==> config.mk <==
export PLATFORM = sky130hd
export DESIGN_NAME = alu_cmd_queue
export DESIGN_NICKNAME = d
export VERILOG_FILES = /design/src/rtl/alu_cmd_queue.sv
export SDC_FILE = /design/constraint.sdc
export NUM_CORES = 1
export LEC_CHECK = 0
export BUFFER_PORTS_ARGS = -buffer_cell sky130_fd_sc_hd__buf_2
export CAP_MARGIN = 20
export CORE_ASPECT_RATIO = 1.1
export CORE_MARGIN = 2
export CORE_UTILIZATION = 35
export DETAILED_ROUTE_END_ITERATION = 16
export PLACE_DENSITY_LB_ADDON = 0.15
export SLEW_MARGIN = 15
export SYNTH_ARGS = -nofsm -noshare
export SYNTH_HDL_FRONTEND = slang
export SYNTH_SLANG_ARGS = --single-unit
==> constraint.sdc <==
create_clock -name clk -period 2.3 [get_ports clk]
set_input_delay 0.46 -clock clk [delete_from_list [all_inputs] [get_ports clk]]
set_output_delay 0.46 -clock clk [all_outputs]
set_load 0.02 [all_outputs]
==> src/rtl/alu_cmd_queue.sv <==
// rtl/alu_cmd_queue.sv - command FIFO feeding a single-outstanding ALU, response held until consumed.
// Optional ALU_TIMEOUT_EN: abort a WAIT that exceeds TIMEOUT cycles with a zero timeout response.
module alu_cmd_queue #(
  parameter int DEPTH   = 4,
  parameter int TIMEOUT = 16
) (
  input  logic                     clk,
  input  logic                     reset,
  input  logic                     cmd_valid,
  output logic                     cmd_ready,
  input  logic [3:0]               cmd_a,
  input  logic [3:0]               cmd_b,
  input  logic [1:0]               cmd_op,
  output logic [3:0]               alu_operandA,
  output logic [3:0]               alu_operandB,
  output logic [1:0]               alu_op,
  output logic                     alu_start,
  input  logic [3:0]               alu_result,
  input  logic                     alu_done,
  output logic                     rsp_valid,
  input  logic                     rsp_ready,
  output logic [3:0]               rsp_result,
  output logic                     rsp_timeout,
  output logic [$clog2(DEPTH):0]   level
);
  localparam int AW = $clog2(DEPTH);
  localparam int LW = AW + 1;

  if (DEPTH < 2 || (DEPTH & (DEPTH - 1)) != 0 || TIMEOUT < 1) begin : g_bad_params
    $error("alu_cmd_queue: DEPTH must be a power of two >= 2 and TIMEOUT >= 1");
  end

  typedef enum logic [1:0] {IDLE, ISSUE, WAIT, RESP} state_t;
  state_t state, state_next;

  logic [9:0]    mem [DEPTH];
  logic [AW-1:0] wr_ptr, rd_ptr;
  logic          push, pop;
  logic          load_ops, capture;

  assign cmd_ready = (level != LW'(DEPTH));
  assign push      = cmd_valid && cmd_ready;
  assign pop       = (state == ISSUE);
  assign alu_start = (state == ISSUE);
  assign rsp_valid = (state == RESP);

  always_ff @(posedge clk) begin
    if (push) mem[wr_ptr] <= {cmd_a, cmd_b, cmd_op};
  end

`ifdef ALU_TIMEOUT_EN
  localparam int TW = $clog2(TIMEOUT + 1);
  logic [TW-1:0] tcnt;
  logic          timed_out;

  always_ff @(posedge clk or posedge reset) begin
    if (reset)               tcnt <= '0;
    else if (state == ISSUE) tcnt <= '0;
    else if (state == WAIT)  tcnt <= tcnt + TW'(1);
  end

  always_ff @(posedge clk or posedge reset) begin
    if (reset)          rsp_timeout <= 1'b0;
    else if (capture)   rsp_timeout <= 1'b0;
    else if (timed_out) rsp_timeout <= 1'b1;
  end
`else
  assign rsp_timeout = 1'b0;
`endif

  always_comb begin
    state_next = state;
    load_ops   = 1'b0;
    capture    = 1'b0;
`ifdef ALU_TIMEOUT_EN
    timed_out  = 1'b0;
`endif
    case (state)
      IDLE: if (level != '0) begin
        state_next = ISSUE;
        load_ops   = 1'b1;
      end
      ISSUE: state_next = WAIT;
      // A done on the last allowed WAIT cycle still wins over the abort.
      WAIT: if (alu_done) begin
        state_next = RESP;
        capture    = 1'b1;
      end
`ifdef ALU_TIMEOUT_EN
      else if (tcnt == TW'(TIMEOUT - 1)) begin
        state_next = RESP;
        timed_out  = 1'b1;
      end
`endif
      RESP: if (rsp_ready) state_next = IDLE;
      default: state_next = IDLE;
    endcase
  end

  always_ff @(posedge clk or posedge reset) begin
    if (reset) begin
      state        <= IDLE;
      wr_ptr       <= '0;
      rd_ptr       <= '0;
      level        <= '0;
      alu_operandA <= '0;
      alu_operandB <= '0;
      alu_op       <= '0;
      rsp_result   <= '0;
    end else begin
      state <= state_next;
      if (push) wr_ptr <= wr_ptr + AW'(1);
      if (pop)  rd_ptr <= rd_ptr + AW'(1);
      case ({push, pop})
        2'b10:   level <= level + LW'(1);
        2'b01:   level <= level - LW'(1);
        default: level <= level;
      endcase
      // Operands are loaded on entry to ISSUE so they are valid alongside alu_start.
      if (load_ops) {alu_operandA, alu_operandB, alu_op} <= mem[rd_ptr];
      if (capture)  rsp_result <= alu_result;
`ifdef ALU_TIMEOUT_EN
      if (timed_out) rsp_result <= '0;
`endif
    end
  end
endmodule

==> metrics <==
status completed; Worst Tran Pin Value 0.618 ns; Avg Inst Size Synth 19.1 um^2; RSZ-0062 raised after global routing no; routed vias/inst about 4.7; Max Root-Sink Buffers 2; cts hold-fix bufs 0; initial core utilization roughly 36%; die width between 80 and 90 um; fmax approximately 470 MHz; Num CTS Buffers 9; Synth Flop Type edfxtp_1; sequential area share after synthesis between 60% and 70%; global-route wire length before repair between 7 and 8 mm; largest net degree at the start of global routing 24; cts repair resizes 0; Final period util between 90 and 100%; Mapped Area 0.00255 mm^2; Critical Path Slowest Stage Cell dfrtp_1; postcts setup bufs 0; share of the synthesized area in the top cell type between 40% and 50%; 1st-pass router iterations 4; gr usage total between 10 and 15%; WL final 4.50 mm; initial antenna violation count 0; clock latency at the later pin of the worst-skew pair 0.33 ns; H-tree depth 3; Cell Rows 32; Final #Nets 212; diode count 0; final setup slack of the worst path 0.173 ns; final setup vio count 0; syn_nets around 160; synth unique cells 25; share of cells above drive strength 1 43.9%; Final Hold Vio Count 0; Post-synth EDFFs 40; Clock Sinks 63; total negative slack 0 ns; Die Ht 93.6 um; CTS tree built; Clock Skew 0.00878 ns; max-cap violations 0; Critical Path Max Stage Delay 0.45 ns; max-slew violations 0; cell with the most instances after synthesis edfxtp_1; synth cell count leaders edfxtp_1 (40), dfrtp_1 (23), mux2_2 (16), ha_1 (10); io pins 40; Storage cell area between 0.0015 and 0.002 mm^2; Req. time, crit path 2.51 ns; Slew Limit Headroom between 50% and 60%; design area 0.00304 mm^2; placed inst area ~0.0028 mm^2; synthesis-to-finish area growth 18.9%; Syn Inst Count approximately 130; total gr overflow 0; CTS root buffer clkbuf_8; gpl congestion 0.716; Setup WS pre-CTS 0.169 ns; Worst-path clk slew 0.07 ns; vias in the first global route 1419; post-route ant nets 0; DR vias approximately 1300; CP Launch Type flop; Async S/R FF share, synth between 30 and 40%; Worst Path Arrival 2.34 ns; I/O Buffers 38; detailed placement HPWL just under 3 mm; number of synthesis warnings 0; multi-input logic area 721 um^2; Setup Crit Path Kind flop to flop; Yosys top cell by area edfxtp_1; CP max FO 6; Core Util, Final around 43%; LEAKAGE 1.25 nW; PwrDens 1400 mW/mm^2; fill count 620; worst vdd rail ir drop 0.558 mV; total die area 0.00800 mm^2; Post-route DRC 0; core area 0.00705 mm^2; routed length per instance 16.5 um; drt initial violations between 40 and 50; Worst Hold Class input port to asynchronous set/reset pin; crit-path cells or3b_4 > and2_4 > inv_1 > ha_1 > fa_1 > mux2_2; post-layout min period 2.13 ns; Yosys reg bits 63; Synth area leaders edfxtp_1 (47%), dfrtp_1 (23%), mux2_2 (7.1%); Crit. End Element flop
==> stage by stage <==
step / std cells / hold WS, ns / power, mW
3_5_place_dp: 256 / 0.499 / 3.39
3_3_place_gp: 256 / 0.482 / 3.31
2_1_floorplan: 134 / 0.462 / 2.92
5_1_grt: 272 / 0.195 / 4.53
6_report: 272 / 0.175 / 4.24
4_1_cts: 272 / 0.175 / 4.33
==> cell usage in the layout, fill, tap and decap left out <==
cell       count
inv_1          8
mux4_1         2
ha_1          10
clkbuf_1       1
clkinv_1       1
buf_4          3
nor2_1         2
nand2b_1       1
mux4_2         8
xnor2_1        4
nand2_1        2
mux2i_1        1
mux2_4         1
or3b_4         1
nor3_1         1
a222oi_1       1
clkinv_2       3
dfrtp_1       23
mux2_2        16
fa_1           1
bufinv_16      1
clkbuf_8      10
and2_4         1
buf_2         38
xor2_1         2
edfxtp_1      40
and3_1         4
conb_1         1
==> where the power goes <==
part / total [mW] / switching (mW) / internal, mW
Sequential: 1.79 / 0.206 / 1.59
Combinational: 1.53 / 0.793 / 0.740
Clock: 0.918 / 0.397 / 0.521
Total: 4.24 / 1.40 / 2.85
==> path summary, 6_finish.rpt <==
check	slack, ns	start	depth (start not counted)	endpoint
worst max-delay path	0.17	level[0]	6	level[1]
worst min-delay path	0.17	reset	3	alu_operandA[1]
worst min register to register	0.51	rsp_result[3]	1	rsp_result[3]
worst max register to register	0.17	level[0]	6	level[1]
max in group asynchronous	1.87	reset	3	alu_operandB[0]
min in group clk	0.34	cmd_b[2]	1	mem[3][4]
==> final cells by class <==
| type | count | share of cell area, % |
|---|---|---|
| Sequential cell | 63 | 58.5 |
| Multi-Input combinational cell | 59 | 23.7 |
| Timing Repair Buffer | 41 | 7.00 |
| Clock buffer | 11 | 4.66 |
| Tap cell | 85 | 3.50 |
| Clock inverter | 5 | 1.61 |
| Inverter | 8 | 0.989 |
==> registers in the layout, summed over array words and instances (netlist names) <==
signal / cells
mem: 40
rsp_result: 4
wr_ptr: 2
alu_operandA: 4
alu_operandB: 4
level: 3
state: 2
rd_ptr: 2
alu_op: 2
==> kinds of logic (layout without fill, tap and decap cells) <==
group / after synthesis / count (layout) / share of synthesized area [%]
adder cells (fa/ha/maj): 11 / 11 / 5.68
flip-flops: 63 / 63 / 69.5
XOR/XNOR: 6 / 6 / 2.06
AO/OA/AOI/OAI: 1 / 1 / 0.392
multiplexers: 28 / 28 / 17.1
other: 1 / 1 / 0.147
buffers and inverters: 12 / 65 / 2.25
AND/OR/NAND/NOR: 12 / 12 / 2.79
==> critical path: cells and delay by family, from the launching register on <==
family | cells | cell delay (ns)
flip-flops | 1 | 0.45
adder cells (fa/ha/maj) | 2 | 0.60
AND/OR/NAND/NOR | 2 | 0.64
multiplexers | 1 | 0.28
buffers and inverters | 1 | 0.05
==> per-layer routing <==
layer,track usage [%],up-vias,wire [um]
met5,0,-,0
met4,8.73,0,108
met3,3.53,9,240
met2,21.0,37,2320
met1,13.5,650,1830
li1,-,593,-
Note: power is estimated with default switching activity, not from simulation.
